## config.mk

```make
export PLATFORM = sky130hd
export DESIGN_NAME = ifu_fetch
export DESIGN_NICKNAME = d
export VERILOG_FILES = /design/src/rtl/mips_pkg.sv /design/src/rtl/ifu_fetch_npc.sv /design/src/rtl/ifu_fetch.sv
export SDC_FILE = /design/constraint.sdc
export NUM_CORES = 1
export LEC_CHECK = 0
export ABC_AREA = 1
export CAP_MARGIN = 20
export CORE_MARGIN = 10
export CORE_UTILIZATION = 49
export CTS_CLUSTER_DIAMETER = 40
export CTS_CLUSTER_SIZE = 25
export DETAILED_ROUTE_END_ITERATION = 10
export PLACE_DENSITY = 0.81
export SLEW_MARGIN = 20
export SYNTH_ARGS = -nofsm -noshare
export SYNTH_HDL_FRONTEND = slang
export SYNTH_SLANG_ARGS = --single-unit
```

## constraint.sdc

```tcl
create_clock -name clk -period 3.48 [get_ports clk]
set_clock_uncertainty 0.1 [all_clocks]
set_input_delay 1.044 -clock clk [delete_from_list [all_inputs] [get_ports clk]]
set_output_delay 1.044 -clock clk [all_outputs]
set_load 0.05 [all_outputs]
```

## src/rtl/mips_pkg.sv

```systemverilog
// Shared definitions for the instruction fetch unit: FSM state encoding,
// default reset vector, next-PC select encoding and small address helpers.
package mips_pkg;

    // Fetch FSM states
    typedef enum logic [1:0] {
        FETCH = 2'd0,
        WAIT  = 2'd1,
        ISSUE = 2'd2,
        HALT  = 2'd3
    } state_e;

    // Next-PC source select
    typedef enum logic [1:0] {
        NPC_SEQ = 2'd0,
        NPC_BR  = 2'd1,
        NPC_J   = 2'd2,
        NPC_JR  = 2'd3
    } npc_sel_e;

    // Default first fetch address
    localparam logic [31:0] RESET_PC_DEF = 32'h0000_3000;

    // Sign-extended, word-scaled branch displacement
    function automatic logic [31:0] br_offset(input logic [15:0] imm);
        br_offset = {{14{imm[15]}}, imm, 2'b00};
    endfunction

    // True when an address is not word aligned
    function automatic logic addr_misaligned(input logic [31:0] addr);
        addr_misaligned = (addr[1:0] != 2'b00);
    endfunction

endpackage

```

## src/rtl/ifu_fetch_npc.sv

```systemverilog
// Combinational next-PC selection for the fetch unit. Priority is
// register jump, then absolute jump, then taken branch, then sequential.
module npc
    import mips_pkg::*;
(
    input  logic [31:0] pc_i,
    input  logic [31:0] instr_i,
    input  logic        branch_i,
    input  logic        br_taken_i,
    input  logic        jump_i,
    input  logic        jreg_i,
    input  logic [31:0] rs_data_i,
    output logic [31:0] npc_o,
    output logic        misalign_o
);

    npc_sel_e    sel_s;
    logic [31:0] pc_plus4_s;
    logic        unused_opcode_s;

    assign pc_plus4_s = pc_i + 32'd4;

    // Opcode field is decoded elsewhere; only the immediate/target fields matter here
    assign unused_opcode_s = ^instr_i[31:26];

    // Select the next-PC source with jreg taking precedence over jump
    always_comb begin
        sel_s = NPC_SEQ;
        if (jreg_i) begin
            sel_s = NPC_JR;
        end else if (jump_i) begin
            sel_s = NPC_J;
        end else if (branch_i && br_taken_i) begin
            sel_s = NPC_BR;
        end else begin
            sel_s = NPC_SEQ;
        end
    end

    // Form the next PC; all arithmetic wraps modulo 2^32
    always_comb begin
        npc_o = pc_plus4_s;
        case (sel_s)
            NPC_JR:  npc_o = rs_data_i;
            NPC_J:   npc_o = {pc_plus4_s[31:28], instr_i[25:0], 2'b00};
            NPC_BR:  npc_o = pc_plus4_s + br_offset(instr_i[15:0]);
            NPC_SEQ: npc_o = pc_plus4_s;
            default: npc_o = pc_plus4_s;
        endcase
        misalign_o = addr_misaligned(npc_o);
    end

endmodule

```

## src/rtl/ifu_fetch.sv

```systemverilog
// Instruction fetch unit: issues memory reads, captures the instruction,
// holds it for the datapath and advances the PC on completion. Memory
// timeouts and misaligned targets park the unit in HALT with err set.
module ifu_fetch
    import mips_pkg::*;
#(
    parameter logic [31:0] RESET_PC     = RESET_PC_DEF,
    parameter int unsigned IMEM_TIMEOUT = 16
) (
    input  logic        clk,
    input  logic        rst,
    output logic        imem_req,
    output logic [31:0] imem_addr,
    input  logic        imem_ready,
    input  logic [31:0] imem_rdata,
    output logic [31:0] instr,
    output logic        instr_valid,
    output logic [31:0] pc,
    output logic [31:0] pc_plus4,
    input  logic        exe_done,
    input  logic        branch,
    input  logic        br_taken,
    input  logic        jump,
    input  logic        jreg,
    input  logic [31:0] rs_data,
    output logic        err
);

    localparam int unsigned TO_EFF = (IMEM_TIMEOUT < 1) ? 1 : IMEM_TIMEOUT;
    localparam int          CNT_W  = $clog2(TO_EFF + 1);

    state_e             state_q, state_d;
    logic [31:0]        pc_q, pc_d;
    logic [31:0]        instr_q, instr_d;
    logic [CNT_W-1:0]   wcnt_q, wcnt_d;
    logic               err_q, err_d;

    logic [31:0]        npc_s;
    logic               misalign_s;

    npc u_npc (
        .pc_i       (pc_q),
        .instr_i    (instr_q),
        .branch_i   (branch),
        .br_taken_i (br_taken),
        .jump_i     (jump),
        .jreg_i     (jreg),
        .rs_data_i  (rs_data),
        .npc_o      (npc_s),
        .misalign_o (misalign_s)
    );

    // Next-state logic for FSM, PC, instruction latch, wait counter and fault flag
    always_comb begin
        state_d = state_q;
        pc_d    = pc_q;
        instr_d = instr_q;
        wcnt_d  = wcnt_q;
        err_d   = err_q;
        case (state_q)
            FETCH: begin
                wcnt_d = {CNT_W{1'b0}};
                if (imem_ready) begin
                    // Zero-latency memory: accept data in the request cycle
                    instr_d = imem_rdata;
                    state_d = ISSUE;
                end else begin
                    state_d = WAIT;
                end
            end
            WAIT: begin
                if (imem_ready) begin
                    instr_d = imem_rdata;
                    wcnt_d  = {CNT_W{1'b0}};
                    state_d = ISSUE;
                end else begin
                    wcnt_d = wcnt_q + CNT_W'(1);
                    if (wcnt_d == CNT_W'(TO_EFF)) begin
                        state_d = HALT;
                        err_d   = 1'b1;
                    end else begin
                        state_d = WAIT;
                    end
                end
            end
            ISSUE: begin
                if (exe_done) begin
                    if (misalign_s) begin
                        // Misaligned target: keep pc so the faulting instruction is visible
                        state_d = HALT;
                        err_d   = 1'b1;
                    end else begin
                        pc_d    = npc_s;
                        state_d = FETCH;
                    end
                end else begin
                    state_d = ISSUE;
                end
            end
            HALT: begin
                state_d = HALT;
                err_d   = 1'b1;
            end
            default: begin
                state_d = HALT;
                err_d   = 1'b1;
            end
        endcase
    end

    // State and datapath registers with synchronous reset
    always_ff @(posedge clk) begin
        if (rst) begin
            state_q <= FETCH;
            pc_q    <= RESET_PC;
            instr_q <= 32'h0000_0000;
            wcnt_q  <= {CNT_W{1'b0}};
            err_q   <= 1'b0;
        end else begin
            state_q <= state_d;
            pc_q    <= pc_d;
            instr_q <= instr_d;
            wcnt_q  <= wcnt_d;
            err_q   <= err_d;
        end
    end

    // Request and valid are state decodes, forced low while reset is held
    always_comb begin
        imem_req    = 1'b0;
        instr_valid = 1'b0;
        if (rst) begin
            imem_req    = 1'b0;
            instr_valid = 1'b0;
        end else begin
            imem_req    = (state_q == FETCH) || (state_q == WAIT);
            instr_valid = (state_q == ISSUE);
        end
    end

    assign imem_addr = pc_q;
    assign pc        = pc_q;
    assign pc_plus4  = pc_q + 32'd4;
    assign instr     = instr_q;
    assign err       = err_q;

endmodule

```

==> results.sh, run 1 <==
export IMPL_design_portCount=203
export IMPL_synth_area_sq_mm=0.007012
export IMPL_p_sw_uw=1135
export IMPL_gr_usage_met1_pct=33.83
export IMPL_worstSkewPairLatency_ns=0.35
export IMPL_synth_area_leader_cell="nand2_1"
export IMPL_drive_above_1_share_pct=10.50
export IMPL_maxCapViolCount=0
export IMPL_vias_per_cell=5.358
export IMPL_core_area_sq_mm=0.01393
export IMPL_fill_cells=1218
export IMPL_synth_edff_count=0
export IMPL_yosysMostFrequentCell="nand2_1"
export IMPL_crit_fanout=5
export IMPL_fin_crit_sh_pct=96.39
export IMPL_syn_num_nets=1362
export IMPL_critPathKind="flip-flop to primary output"
export IMPL_maxSlewHeadroom_pct=59.63
export IMPL_std_cell_rows=43
export IMPL_max_clock_path_buffers=2
export IMPL_synth_top_area_share_pct=21.84
export IMPL_yosysSeqAreaShare_pct=20.56
export IMPL_worst_slack_ns=0.1258
export IMPL_grt_pass1_vias=8430
export IMPL_cts_root_buf="clkbuf_16"
export IMPL_cts_tree="yes"
export IMPL_worstSetupStartpointType="flip-flop"
export IMPL_synthTopCellsByArea="nand2_1 (22%), dfxtp_1 (21%), nor2_1 (9.7%), inv_1 (9.4%), ha_1 (6.8%)"
export IMPL_tightestPinTransition_ns=0.6037
export IMPL_place_congestion=0.9960
export IMPL_switching_share_pct=38.50
export IMPL_vias=8723
export IMPL_rsz0062_at_grt="no"
export IMPL_holdCritPathClass="flip-flop to flip-flop"
export IMPL_ys_types=43
export IMPL_regArea_sq_mm=0.001450
export IMPL_clk_pin_slew_ns=0.07
export IMPL_met3_usage_pct=9.765
export IMPL_die_w_um=139.6
export IMPL_max_vdd_ir_drop_mv=0.4104
export IMPL_grt_total_usage_pct=28.57
export IMPL_status="completed"
export IMPL_max_freq_mhz=298.1
export IMPL_crit_path_end_kind="primary output"
export IMPL_drt_pass1_iter_count=6
export IMPL_wl_per_cell_um=18.01
export IMPL_drc=0
export IMPL_antenna_found_initial=0
export IMPL_antenna_cells=0
export IMPL_combPwrFrac_pct=34.9
export IMPL_start_util_pct=50.32
export IMPL_crit_required_ns=2.34
export IMPL_async_flop_share_pct=0
export IMPL_gr_total_overflow=0
export IMPL_syn_inst=1251
export IMPL_cts_buffers_inserted=9
export IMPL_drt_iter0_drc=918
export IMPL_crit_arrival_ns=2.21
export IMPL_clock_power_share_pct=33.0
export IMPL_cts_hold_buffers=0
export IMPL_period_needed_ns=3.354
export IMPL_grtUsageMet2_pct=44.11
export IMPL_setup_tns_ns=0
export IMPL_ant_nets=0
export IMPL_p_seq_share_pct=32.1
export IMPL_grt_busiest_layer="met2"
export IMPL_multi_input_area_sq_mm=0.004632
export IMPL_rrSetupSlack_ns=0.23
export IMPL_internal_power_uw=1813
export IMPL_area_delta_synth_final_pct=41.01
export IMPL_slew_violations=0
export IMPL_die_h_um=139.6
export IMPL_die_area_sq_mm=0.01949
export IMPL_routed_wl_um=29320
export IMPL_power_density_mw_per_mm2=298.2
export IMPL_htree_levels=3
export IMPL_grt_pass1_wl_um=45160
export IMPL_numPortBuffers=202
export IMPL_pre_cts_slack_ns=0.1168
export IMPL_setup_viol=0
export IMPL_clock_sinks=72
export IMPL_synthesis_yosys_warnings=0
export IMPL_place_hpwl_um=23980
export IMPL_synthFlopType="dfxtp_1"
export IMPL_p_leak_uw=0.004678
export IMPL_synthTopCellsByCount="nand2_1 (408), nor2_1 (182), inv_1 (176), a21oi_1 (76), nand3_1 (76)"
export IMPL_nets=1554
export IMPL_postSynthAreaPerCell_sq_um=5.605
export IMPL_grt_max_degree=35
export IMPL_hold_viol=0
export IMPL_synth_seq_cells=72
cells in the final DEF, fill, tap and decap left out, drive strengths merged, types with 7 or more instances in the layout:
cell,instances
nand2,414
nor2,189
inv,183
clkdlybuf4s50,172
nand3,78
a21oi,77
buf,75
dfxtp,72
o21ai,54
ha,38
nand4,15
nor3,15
xor2,10
clkbuf,9
and2,8
xnor2,7
path summary, 6_finish.rpt:
kind / to / cells after the start / startpoint
worst max-delay path: pc_plus4[18] / 10 / imem_addr[3]$_SDFFE_PP0P_
worst min-delay path: err$_SDFFE_PP0P_ / 2 / err$_SDFFE_PP0P_
worst max register to register: imem_addr[30]$_SDFFE_PP0P_ / 18 / imem_addr[17]$_SDFFE_PP0P_
worst min register to register: err$_SDFFE_PP0P_ / 2 / err$_SDFFE_PP0P_
state kept, by name, summed over array words and instances, names as in the netlist:
register	flops
state_q	2
instr	32
imem_addr	32
wcnt_q	5
err	1
layout make-up:
type / count / area share (%)
Inverter: 181 / 6.872
Sequential cell: 72 / 14.67
Multi-Input combinational cell: 932 / 46.85
Clock inverter: 7 / 0.7846
Tap cell: 180 / 2.278
Timing Repair Buffer: 247 / 26.27
Clock buffer: 9 / 2.278
power groups by stage:
stage / Clock (uW) / Combinational (uW) / Sequential, uW
finish: 974 / 1030 / 947
floorplan: 0 / 456 / 1110
CTS: 972 / 1020 / 944
global route: 1010 / 1100 / 952
detailed placement: 0 / 1010 / 961
global placement: 0 / 1010 / 959
routing by layer:
| layer | part of all wire (%) | routed length (um) |
|---|---|---|
| met5 | 0 | 0 |
| met4 | 5.4 | 1577 |
| met3 | 12 | 3394 |
| met2 | 43 | 12630 |
| met1 | 40 | 11710 |
worst max-delay path, stage by stage, from the launching register on:
cell,delay (ns)
dfxtp_2,0.37
ha_2,0.23
nand3_4,0.14
inv_2,0.12
nand2_1,0.09
nor2_4,0.16
inv_1,0.06
o21ai_1,0.15
and2_1,0.24
buf_4,0.16
buf_12,0.13
logic make-up after synthesis:
| family | count (synthesis) | share of synthesized area, % |
|---|---|---|
| flops | 72 | 20.56 |
| fa+ha+maj | 39 | 7.066 |
| simple gates | 726 | 42.95 |
| xor+xnor | 17 | 2.123 |
| compound gates | 150 | 11.51 |
| buf+inv | 247 | 15.79 |
stage by stage:
step                util [%]  hold WS, ns  power (uW)  cells  area [sq um]
global route           70.95       0.3830        3060   1628          9887
global placement       67.91       0.3433        1966   1608          9463
CTS                    70.19       0.3666        2931   1626          9781
finish                 70.95       0.3686        2949   1628          9887
detailed placement     67.91       0.3492        1970   1608          9463
floorplan                  -       0.3465        1568   1251          7098
what timing repair did:
item                                    in CTS  in global routing
resized for setup                            0                 26
endpoints found under the setup margin       1                 20
setup buffers                                2                  2
gates cloned                                 0                  0
pin swaps                                    1                  1
(Power assumes the default switching activity.)
==> inputs of run 2 (changes only) <==
--- a/config.mk
+++ b/config.mk
@@ -7,12 +7,15 @@
 export LEC_CHECK = 0
 export ABC_AREA = 1
 export CAP_MARGIN = 20
+export CELL_PAD_IN_SITES_DETAIL_PLACEMENT = 0
+export CELL_PAD_IN_SITES_GLOBAL_PLACEMENT = 1
 export CORE_MARGIN = 10
-export CORE_UTILIZATION = 49
+export CORE_UTILIZATION = 32
 export CTS_CLUSTER_DIAMETER = 40
 export CTS_CLUSTER_SIZE = 25
 export DETAILED_ROUTE_END_ITERATION = 10
-export PLACE_DENSITY = 0.81
+export PLACE_DENSITY = 0.8
+export SKIP_CTS_REPAIR_TIMING = 1
 export SLEW_MARGIN = 20
 export SYNTH_ARGS = -nofsm -noshare
 export SYNTH_HDL_FRONTEND = slang
==> run 2 against run 1 <==
  * Sequential cell count did not move
  * First-iteration DRC count down 45%
  * Sequential share of layout area decreased by 0.24 points
  * Worst hold slack improved by 0.0020 ns
  * Total power up 2.3%
  * Fmax up 2.9%
  * Clock power is 5% higher
  * Highest routed layer unchanged
  * Global-route usage down 6.4 points
  * Critical path type is now flip-flop to flip-flop
  * Utilization is 24 points lower
==> results.sh, run 2 (same netlist as run 1, synthesis figures left out) <==
export IMPL_crit_path_start="imem_addr[18]$_SDFFE_PP0P_"
export IMPL_crit_required_ns=3.61
export IMPL_power_density_mw_per_mm2=298.4
export IMPL_fill_cells=2293
export IMPL_setup_viol=0
export IMPL_clock_power_share_pct=33.7
export IMPL_htree_levels=3
export IMPL_drive_above_1_share_pct=11.47
export IMPL_p_sw_uw=1188
export IMPL_cts_buffers_inserted=9
export IMPL_grt_pass1_vias=8336
export IMPL_grtUsageMet2_pct=34.27
export IMPL_grt_max_degree=49
export IMPL_wl_per_cell_um=18.72
export IMPL_path_cells="inv_1, nor3_1, nand2_1, nor2_1, nand3_1, nand2_1, inv_1, ha_1, nand2_1, nor2_4, inv_1, nor2_2, nand4_1, nand3_1, nand2_1, nand3_1, nand2_1, nand2_1, a21oi_1"
export IMPL_grt_total_usage_pct=22.17
export IMPL_p_seq_share_pct=31.4
export IMPL_slowest_stage="dfxtp_1"
export IMPL_max_freq_mhz=306.7
export IMPL_die_w_um=168.0
export IMPL_internal_power_uw=1830
export IMPL_worstSetupStartpointType="flip-flop"
export IMPL_maxSlewHeadroom_pct=59.70
export IMPL_worstSkewPairLatency_ns=0.35
export IMPL_critPathKind="flip-flop to flip-flop"
export IMPL_nets=1562
export IMPL_std_cell_rows=54
export IMPL_grt_pass1_wl_um=48850
export IMPL_max_vdd_ir_drop_mv=0.2407
export IMPL_grt_busiest_layer="met2"
export IMPL_combPwrFrac_pct=34.9
export IMPL_core_area_sq_mm=0.02169
export IMPL_gr_usage_met1_pct=28.06
export IMPL_drt_pass1_iter_count=5
export IMPL_numPortBuffers=202
export IMPL_start_util_pct=32.33
export IMPL_switching_share_pct=39.35
export IMPL_regToRegStartpoint="imem_addr[18]$_SDFFE_PP0P_"
export IMPL_crit_arrival_ns=3.39
export IMPL_vias_per_cell=4.888
export IMPL_holdCritPathClass="flip-flop to flip-flop"
export IMPL_area_delta_synth_final_pct=44.22
export IMPL_drc=0
export IMPL_layout_commonest_cell="nand2_1"
export IMPL_p_leak_uw=0.004733
export IMPL_routed_wl_um=32490
export IMPL_fin_crit_sh_pct=93.70
export IMPL_hold_viol=0
export IMPL_place_congestion=0.9533
export IMPL_max_clock_path_buffers=2
export IMPL_met3_usage_pct=7.614
export IMPL_period_needed_ns=3.261
export IMPL_crit_fanout=3
export IMPL_design_portCount=203
export IMPL_slew_violations=0
export IMPL_crit_path_frequent_cell="nand2_1"
export IMPL_drt_iter0_drc=506
export IMPL_clk_pin_slew_ns=0.07
export IMPL_vias=8486
export IMPL_cts_root_buf="clkbuf_16"
export IMPL_place_hpwl_um=26860
export IMPL_tightestPinTransition_ns=0.6026
export IMPL_antenna_found_initial=0
export IMPL_setup_tns_ns=0
export IMPL_placed_cells=1718
export IMPL_maxCapViolCount=0
export IMPL_cts_tree="yes"
export IMPL_status="completed"
export IMPL_slowest_delay_ns=0.40
export IMPL_final_cell_mix="nand2_1 (407), inv_1 (176), clkdlybuf4s50_1 (172)"
export IMPL_antenna_cells=0
export IMPL_ant_nets=0
export IMPL_gr_total_overflow=0
export IMPL_die_h_um=168.0
export IMPL_instances_no_fill=1736
export IMPL_clock_sinks=72
export IMPL_hp_start="wcnt_q[4]$_SDFFE_PP0N_"
export IMPL_die_area_sq_mm=0.02823
export IMPL_crit_path_end_kind="flip-flop"
run 2: power by group through the flow:
| stage | sequential, uW | combinational, uW | clock [uW] |
|---|---|---|---|
| finish | 947 | 1050 | 1020 |
| global route | 955 | 1130 | 1060 |
| CTS | 947 | 1050 | 1030 |
| detailed placement | 964 | 1040 | 0 |
| global placement | 963 | 1050 | 0 |
| floorplan | 1110 | 456 | 0 |
run 2: through the flow:
step | utilization (%) | area [sq um] | hold slack (ns) | power (uW) | setup slack [ns]
2_1_floorplan | - | 7098 | 0.3465 | 1568 | 0.003850
3_3_place_gp | 44.68 | 9691 | 0.3508 | 2010 | -0.1421
3_5_place_dp | 44.68 | 9691 | 0.3551 | 2007 | -0.07764
4_1_cts | 46.12 | 10000 | 0.3760 | 3029 | -0.1029
5_1_grt | 46.63 | 10110 | 0.3900 | 3148 | -0.02545
6_report | 46.63 | 10110 | 0.3707 | 3018 | 0.2193
run 2: final timing paths:
kind / endpoint / depth (start not counted) / slack, ns
setup / recovery: imem_addr[21]$_SDFFE_PP0P_ / 19 / 0.22
hold / removal: wcnt_q[4]$_SDFFE_PP0N_ / 2 / 0.37
setup reg to reg: imem_addr[21]$_SDFFE_PP0P_ / 19 / 0.22
hold reg to reg: wcnt_q[4]$_SDFFE_PP0N_ / 2 / 0.37
run 2: routing by layer:
metal  part of all wire [%]  up-vias
met5                      0        -
met4                    2.8        0
met3                    9.9       45
met2                     43      374
met1                     44     3791
li1                       -     4276
run 2: final cells by class:
class	count	area [sq um]	area share, %
multi-input cells	932	4629	45.78
repair buffers	255	2683	26.53
flip-flops and latches	72	1459	14.43
inverters	181	679.4	6.719
well taps	280	350.3	3.464
clock buffers	9	225.2	2.227
clock inverters	7	86.33	0.8537
run 2: critical path: cells and delay by family (launching register included):
| family | cells | cell delay (ns) |
|---|---|---|
| simple gates | 14 | 1.92 |
| flops | 1 | 0.40 |
| fa+ha+maj | 1 | 0.34 |
| buf+inv | 3 | 0.32 |
| compound gates | 1 | 0.05 |
